--- src/rtl/mips_pkg.sv ---
// mips_pkg: shared MIPS instruction-format constants.
// Holds the default instruction width and the bit positions of every
// decode field in a 32-bit MIPS word. The prefetch queue and the later
// pipeline decode stage both slice instructions using these positions.
package mips_pkg;

    localparam int INST_W_DFLT = 32;

    localparam int OP_MSB  = 31;
    localparam int OP_LSB  = 26;
    localparam int RS_MSB  = 25;
    localparam int RS_LSB  = 21;
    localparam int RT_MSB  = 20;
    localparam int RT_LSB  = 16;
    localparam int RD_MSB  = 15;
    localparam int RD_LSB  = 11;
    localparam int SH_MSB  = 10;
    localparam int SH_LSB  = 6;
    localparam int FN_MSB  = 5;
    localparam int FN_LSB  = 0;
    localparam int IMM_MSB = 15;
    localparam int IMM_LSB = 0;

endpackage

--- src/rtl/inst_field_split.sv ---
// inst_field_split: purely combinational slicer of a 32-bit MIPS word.
// Ports:
//   inst        in  32  instruction word
//   inst_31_26  out  6  opcode
//   inst_25_21  out  5  rs
//   inst_20_16  out  5  rt
//   inst_15_11  out  5  rd
//   inst_10_6   out  5  shamt
//   inst_5_0    out  6  funct
//   inst_15_0   out 16  immediate (overlaps rd/shamt/funct)
module inst_field_split
    import mips_pkg::*;
(
    input  logic [INST_W_DFLT-1:0] inst,
    output logic [5:0]             inst_31_26,
    output logic [4:0]             inst_25_21,
    output logic [4:0]             inst_20_16,
    output logic [4:0]             inst_15_11,
    output logic [4:0]             inst_10_6,
    output logic [5:0]             inst_5_0,
    output logic [15:0]            inst_15_0
);

    assign inst_31_26 = inst[OP_MSB:OP_LSB];
    assign inst_25_21 = inst[RS_MSB:RS_LSB];
    assign inst_20_16 = inst[RT_MSB:RT_LSB];
    assign inst_15_11 = inst[RD_MSB:RD_LSB];
    assign inst_10_6  = inst[SH_MSB:SH_LSB];
    assign inst_5_0   = inst[FN_MSB:FN_LSB];
    assign inst_15_0  = inst[IMM_MSB:IMM_LSB];

endmodule

--- src/rtl/ir_prefetch_queue.sv ---
// ir_prefetch_queue: DEPTH-entry circular queue of {pc, instruction} pairs
// placed between instruction memory and the control FSM. The head entry is
// presented already split into decode fields. A flush (branch/jump
// redirect) discards every queued word in one cycle.
// Ports:
//   CLK, RST_N          clock, asynchronous active-low reset
//   flush               discard all entries; wins over push and pop
//   in_valid/in_ready   fetch handshake; in_ready depends on count only
//   inst_in, pc_in      fetched word and its address
//   out_valid/out_ready consume handshake for the head entry
//   inst_31_26..inst_15_0, pc_out  head fields (stale while out_valid=0)
//   count               current occupancy
// INST_W must be 32; the field slicing is only defined for that width.
module ir_prefetch_queue
    import mips_pkg::*;
#(
    parameter  int INST_W = INST_W_DFLT,
    parameter  int PC_W   = 32,
    parameter  int DEPTH  = 4,
    localparam int CNT_W  = $clog2(DEPTH) + 1
) (
    input  logic              CLK,
    input  logic              RST_N,
    input  logic              flush,
    input  logic              in_valid,
    output logic              in_ready,
    input  logic [INST_W-1:0] inst_in,
    input  logic [PC_W-1:0]   pc_in,
    output logic              out_valid,
    input  logic              out_ready,
    output logic [5:0]        inst_31_26,
    output logic [4:0]        inst_25_21,
    output logic [4:0]        inst_20_16,
    output logic [4:0]        inst_15_11,
    output logic [4:0]        inst_10_6,
    output logic [5:0]        inst_5_0,
    output logic [15:0]       inst_15_0,
    output logic [PC_W-1:0]   pc_out,
    output logic [CNT_W-1:0]  count
);

    localparam int PTR_W = $clog2(DEPTH);
    localparam int ENT_W = PC_W + INST_W;

    logic [ENT_W-1:0] mem_r [DEPTH];
    logic [PTR_W-1:0] wr_ptr_r;
    logic [PTR_W-1:0] rd_ptr_r;
    logic [CNT_W-1:0] count_r;
    logic             push_s;
    logic             pop_s;
    logic [ENT_W-1:0] head_s;

    assign in_ready  = (count_r != CNT_W'(DEPTH));
    assign out_valid = (count_r != {CNT_W{1'b0}});
    assign count     = count_r;

    // Flush dominates: a push or pop in the redirect cycle has no effect.
    assign push_s = in_valid & in_ready & ~flush;
    assign pop_s  = out_valid & out_ready & ~flush;

    // Entry storage; flush leaves contents untouched, only pointers move.
    always_ff @(posedge CLK or negedge RST_N) begin
        if (!RST_N) begin
            for (int i = 0; i < DEPTH; i++) begin
                mem_r[i] <= {ENT_W{1'b0}};
            end
        end else if (push_s) begin
            mem_r[wr_ptr_r] <= {pc_in, inst_in};
        end
    end

    // Read/write pointers and occupancy; DEPTH is a power of two so the
    // pointers wrap naturally on overflow.
    always_ff @(posedge CLK or negedge RST_N) begin
        if (!RST_N) begin
            wr_ptr_r <= {PTR_W{1'b0}};
            rd_ptr_r <= {PTR_W{1'b0}};
            count_r  <= {CNT_W{1'b0}};
        end else if (flush) begin
            rd_ptr_r <= wr_ptr_r;
            count_r  <= {CNT_W{1'b0}};
        end else begin
            if (push_s) begin
                wr_ptr_r <= wr_ptr_r + PTR_W'(1);
            end
            if (pop_s) begin
                rd_ptr_r <= rd_ptr_r + PTR_W'(1);
            end
            case ({push_s, pop_s})
                2'b10:   count_r <= count_r + CNT_W'(1);
                2'b01:   count_r <= count_r - CNT_W'(1);
                default: count_r <= count_r;
            endcase
        end
    end

    assign head_s = mem_r[rd_ptr_r];
    assign pc_out = head_s[ENT_W-1:INST_W];

    inst_field_split u_split (
        .inst       (head_s[INST_W-1:0]),
        .inst_31_26 (inst_31_26),
        .inst_25_21 (inst_25_21),
        .inst_20_16 (inst_20_16),
        .inst_15_11 (inst_15_11),
        .inst_10_6  (inst_10_6),
        .inst_5_0   (inst_5_0),
        .inst_15_0  (inst_15_0)
    );

endmodule
--- config.mk ---
export PLATFORM = sky130hd
export DESIGN_NAME = ir_prefetch_queue
export DESIGN_NICKNAME = d
export VERILOG_FILES = /design/src/rtl/mips_pkg.sv /design/src/rtl/inst_field_split.sv /design/src/rtl/ir_prefetch_queue.sv
export SDC_FILE = /design/constraint.sdc
export NUM_CORES = 1
export LEC_CHECK = 0
export BUFFER_PORTS_ARGS = -buffer_cell sky130_fd_sc_hd__buf_4
export CORE_MARGIN = 4
export CORE_UTILIZATION = 59
export DETAILED_ROUTE_END_ITERATION = 8
export PLACE_DENSITY = 0.89
export SETUP_SLACK_MARGIN = 0.3
export SLEW_MARGIN = 10
export SYNTH_ARGS = -nofsm -noshare
export SYNTH_HDL_FRONTEND = slang
export SYNTH_SLANG_ARGS = --single-unit
--- constraint.sdc ---
create_clock -name CLK -period 7 [get_ports CLK]
set_input_delay 1.05 -clock CLK [delete_from_list [all_inputs] [get_ports CLK]]
set_output_delay 1.05 -clock CLK [all_outputs]
set_load 0.05 [all_outputs]
* Yosys cells after proc, flatten, opt, wreduce, memory -nomap -nowiden
Cells that the tools add are included.
** Storage, ports and cells
- Flip-flop bits (word level) :: 263
- Input bits :: 69
- Output and inout port bits :: 85
** Operators by class
- Add/subtract/negate cells :: 4
- Magnitude comparators :: 3
- Equal/unequal tests :: 3
- Muxes and demuxes :: 10
- Bitwise gates (word level) :: 7
- Reductions and logical operators :: 5
** Operators with widths (count)
- 256-bit bitwise mux :: 1
- 64-bit two-way mux :: 3
- 64-bit binary-select mux with 2-bit select :: 1
- 64-bit demux with 2-bit select :: 1
- 3-bit >= comparator (second input constant) :: 2
- 2-bit inverter with 3-bit output :: 2
- 3-bit case mux with 2 select lines :: 1
- 3-bit nonzero test :: 2
- 2-bit by 1-bit adder with 2-bit output (second input constant) :: 2
- 1-bit AND :: 4
- 2-bit two-way mux :: 2
- 3-bit by 1-bit adder with 3-bit output (second input constant) :: 1
- 3-bit by 1-bit < comparator with 1-bit output (second input constant) :: 1
- 3-bit two-way mux :: 1
- 3-bit inequality test (second input constant) :: 1
- 3-bit by 1-bit subtractor with 3-bit output (second input constant) :: 1
- 2-bit by 1-bit == test with 1-bit output (second input constant) :: 1
- 2-bit == test (second input constant) :: 1
- 2-bit AND reduction :: 1
- 2-bit nonzero test :: 1
- 1-bit logical AND :: 1
- 1-bit inverter :: 1

* Logic depth before layout (Yosys ltp)
- Depth after elaboration :: 6
- Mapped depth :: 8
- Mapped depth without buffers :: 8

* Hierarchy
A second synthesis with hierarchy kept.
** Second synthesis, totals
- Cell total of the unflattened synthesis :: 756
- Area, all modules :: 12065.3 µm²
** Modules (own cells, without submodules)
- ir_prefetch_queue :: times used 1, cells each 708, area each 11705.0 µm², sequential area each 6581.3 µm²
- inst_field_split :: times used 1, cells each 48, area each 360.3 µm², sequential area each 0.0 µm²

* Least setup slack after synthesis
No wires, ideal clock.
- Path type :: flip-flop to output port
- Start point :: reg rd_ptr_r[0]
- End point :: out inst_5_0[0]
- Data arrival time :: 1.858 ns
- Path slack :: 4.092 ns
- Cell stages (with the launch flop) :: 4
- Buffers on the path :: 2
- Cell sequence :: dfrtp_1 > buf_1 > mux4_2 > buf_4
** Between the ends
- Word-level cells in the longest chain between the ends :: 4
** Ends and longest elaborated chain
- start, declared :: RTL line ir_prefetch_queue.sv:47 : logic [PTR_W-1:0] rd_ptr_r;
- start signal, assigned :: RTL line ir_prefetch_queue.sv:77 : rd_ptr_r <= {PTR_W{1'b0}};
- start signal, assigned :: RTL line ir_prefetch_queue.sv:80 : rd_ptr_r <= wr_ptr_r;
- start signal, assigned :: RTL line ir_prefetch_queue.sv:87 : rd_ptr_r <= rd_ptr_r + PTR_W'(1);
- 2-bit inverter with 3-bit output (implied by the code) :: RTL line ir_prefetch_queue.sv:97 : assign head_s = mem_r[rd_ptr_r];
- 64-bit binary-select mux with 2-bit select :: RTL line ir_prefetch_queue.sv:97
- 64-bit two-way mux (implied by the code) (2 in series) :: RTL line ir_prefetch_queue.sv:97
- end, declared :: RTL line ir_prefetch_queue.sv:36 : output logic [5:0] inst_5_0,
Every way passes these cells. The select of a mux whose other input is x is not followed.

* Final worst setup path
- Start point :: reg rd_ptr_r[0]
- End point :: out inst_15_0[4]
** Between the ends
- Word-level cells in the longest chain between the ends :: 4
** Ends and longest elaborated chain
- 2-bit inverter with 3-bit output (implied by the code) :: RTL line ir_prefetch_queue.sv:97
- 64-bit binary-select mux with 2-bit select :: RTL line ir_prefetch_queue.sv:97
- 64-bit two-way mux (implied by the code) (2 in series) :: RTL line ir_prefetch_queue.sv:97
- end, declared :: RTL line ir_prefetch_queue.sv:37 : output logic [15:0] inst_15_0,
Every way passes these cells. The select of a mux whose other input is x is not followed.

==> results_dict.tcl <==
set metrics [dict create \
    status "finished, final reports clean" \
    ys_warn_count 0 \
    place.gp.congestion 0.758 \
    cp-end-kind "output pin" \
    die_h_um 148 \
    antenna_left 0 \
    syn_avg_cell_area_um2 16.7 \
    grt_max_degree 138 \
    synthXorXnorAreaFrac_pct 0.302 \
    critPathLaunchType "flip-flop" \
    period_minus_slack_ns 3.99 \
    diodes 0 \
    via_per_inst 5.98 \
    io_buffers 153 \
    cap_violations 0 \
    cts.sinks 263 \
    max_freq_mhz 251 \
    syn_inst 692 \
    slowest_delay_ns 0.77 \
    rows 50 \
    synth.area.mux_share_pct 37.3 \
    yosysSeqAreaShare_pct 56.8 \
    drive_gt1_share_pct 61.1 \
    cts_buffers 27 \
    worstMarginPinSlew_ns 1.05 \
    hold_buffers 0 \
    synth_nets 766 \
    synth_commonest_cells "263 x dfrtp_1, 240 x mux2_2, 64 x mux4_2" \
    synth_top_family_by_area "multiplexers" \
    cts_resized 0 \
    clockBufferDepth 3 \
    ys_async_sr_fraction_pct 100 \
    cp_max_fo 41 \
    slowest_stage "dfrtp_4" \
    yosys.area_share.adder_pct 0.605 \
    synth_most_common_cell "dfrtp_1" \
    hold_class "reg2reg" \
    arrival_ns 2.94 \
    cts_setup_buffers 0 \
    crit_chain "buf_4 -> mux4_2 -> buf_4" \
    grt-ovfl-total 0 \
    synth-edff-count 0 \
    routed_wl_um 24800 \
    setup_viol 0 \
    syn-cell-area_um2 11600 \
    relSlewSlack_pct 30.0 \
    skew_ns 0.0115 \
    post-place-ws_ns 3.48 \
    path_clk_slew_ns 0.06 \
    synth_cell_types 32 \
    tns_ns 0 \
    nets 894 \
    critPathRequiredTime_ns 5.95 \
    cts_root_buf "clkbuf_16" \
    initial_core_util_pct 60.9 \
    ys_ff_latch 263 \
    synth-simple-area-share_pct 0.961 \
    htree_levels 1 \
    core_um2 19000 \
    rsz0062_at_grt "false" \
    insertion_delay_ns 0.52 \
    fill_cells 1202 \
    ioPinCount 154 \
    dpl.hpwl_um 15700 \
    yosysTopAreaCell "dfrtp_1" \
    first_global_vias 7498 \
    grt_usage_pct 22.8 \
    cts_tree "built" \
    yosys-top-cells-area "dfrtp_1 57%, mux2_2 23%, mux4_2 12%" \
    min_period_over_period_pct 56.9 \
    die_area_um2 21900 \
    synth_top_area_share_pct 56.8 \
    wl_per_cell_um 22.6 \
    vias 6559 \
    crit_type "reg2out" \
    drtPass1Iterations 5 \
    crit_top_cell "buf_4" \
    synth_ff_type "dfrtp_1" \
    hold_viol_final 0 \
    drc_errors 0 \
    antenna_found_initial 0 \
    dr.first_iter.drc_count 245 \
    slew_violations 0 \
    area_growth_pct 18.2 \
    setup_ws_ns 3.01 \
    die_w_um 148 \
    synth-compound-area-share_pct 1.07 \
    grt_pass1_wl_um 39900 \
]
[routing by layer]
metal	vias to the layer above	GRT usage, %	routed length [um]
met5	-	0	0
met4	0	5.59	502
met3	42	4.75	1430
met2	186	40.4	13100
met1	3504	29.0	9750
li1	2827	-	-
[logic make-up after synthesis]
logic type | Yosys count
AND/OR/NAND/NOR | 19
multiplexers | 320
AO/OA/AOI/OAI | 17
flip-flops | 263
buffers and inverters | 64
XOR/XNOR | 4
adder cells (fa/ha/maj) | 5
[state kept, by name, summed over array words and instances, names as in the netlist]
name and count:
count 3, rd_ptr_r 2, mem_r 256, wr_ptr_r 2
[through the flow]
step	hold slack (ns)	utilization (%)	instances	cell area [um^2]
2_1_floorplan	0.459	-	692	11600
3_3_place_gp	0.469	67.4	1051	12800
3_5_place_dp	0.480	67.4	1051	12800
4_1_cts	0.494	72.0	1097	13700
5_1_grt	0.506	72.0	1097	13700
6_report	0.491	72.0	1097	13700
[area by class of cell]
type                       instances  area [um^2]  area share (%)
multi-input combinational        365         4680            34.2
clock buffer                      38          777            5.68
sequential                       263         6590            48.1
tap                              260          325            2.38
clock inverter                     8         96.3           0.704
timing repair buffer             157         1200            8.76
inverter                           6         22.5           0.165
[layout by cell type (no fill, tap or decap), types with 6 or more instances in the layout]
cell type | netlist | final
dfrtp_1 | 263 | 261
mux2_2 | 240 | 240
buf_4 | 16 | 155
mux4_2 | 64 | 64
clkbuf_16 | 0 | 27
mux2_1 | 16 | 16
o21ai_0 | 7 | 7
inv_1 | 6 | 6
clkbuf_8 | 0 | 6
[critical path, delay by kind of cell, from the launching register on]
family,cells,cell delay (ns)
flops,1,0.77
mux,1,0.63
buf+inv,2,0.97
[final timing paths]
path                       slack [ns]            to  cells after the start         from
setup reg to reg                 4.42      count[2]                      8     count[2]
setup / recovery                 3.01  inst_15_0[4]                      3  rd_ptr_r[0]
hold / removal                   0.49    mem_r[246]                      1   mem_r[246]
hold reg to reg                  0.49    mem_r[246]                      1   mem_r[246]
min in group asynchronous        0.60    mem_r[247]                      1        RST_N
max in group asynchronous        5.07   rd_ptr_r[1]                      2        RST_N
Power is left out: the tool's default activity adds up to more than one toggle a clock period on the data nets, which glitch-free logic cannot reach.
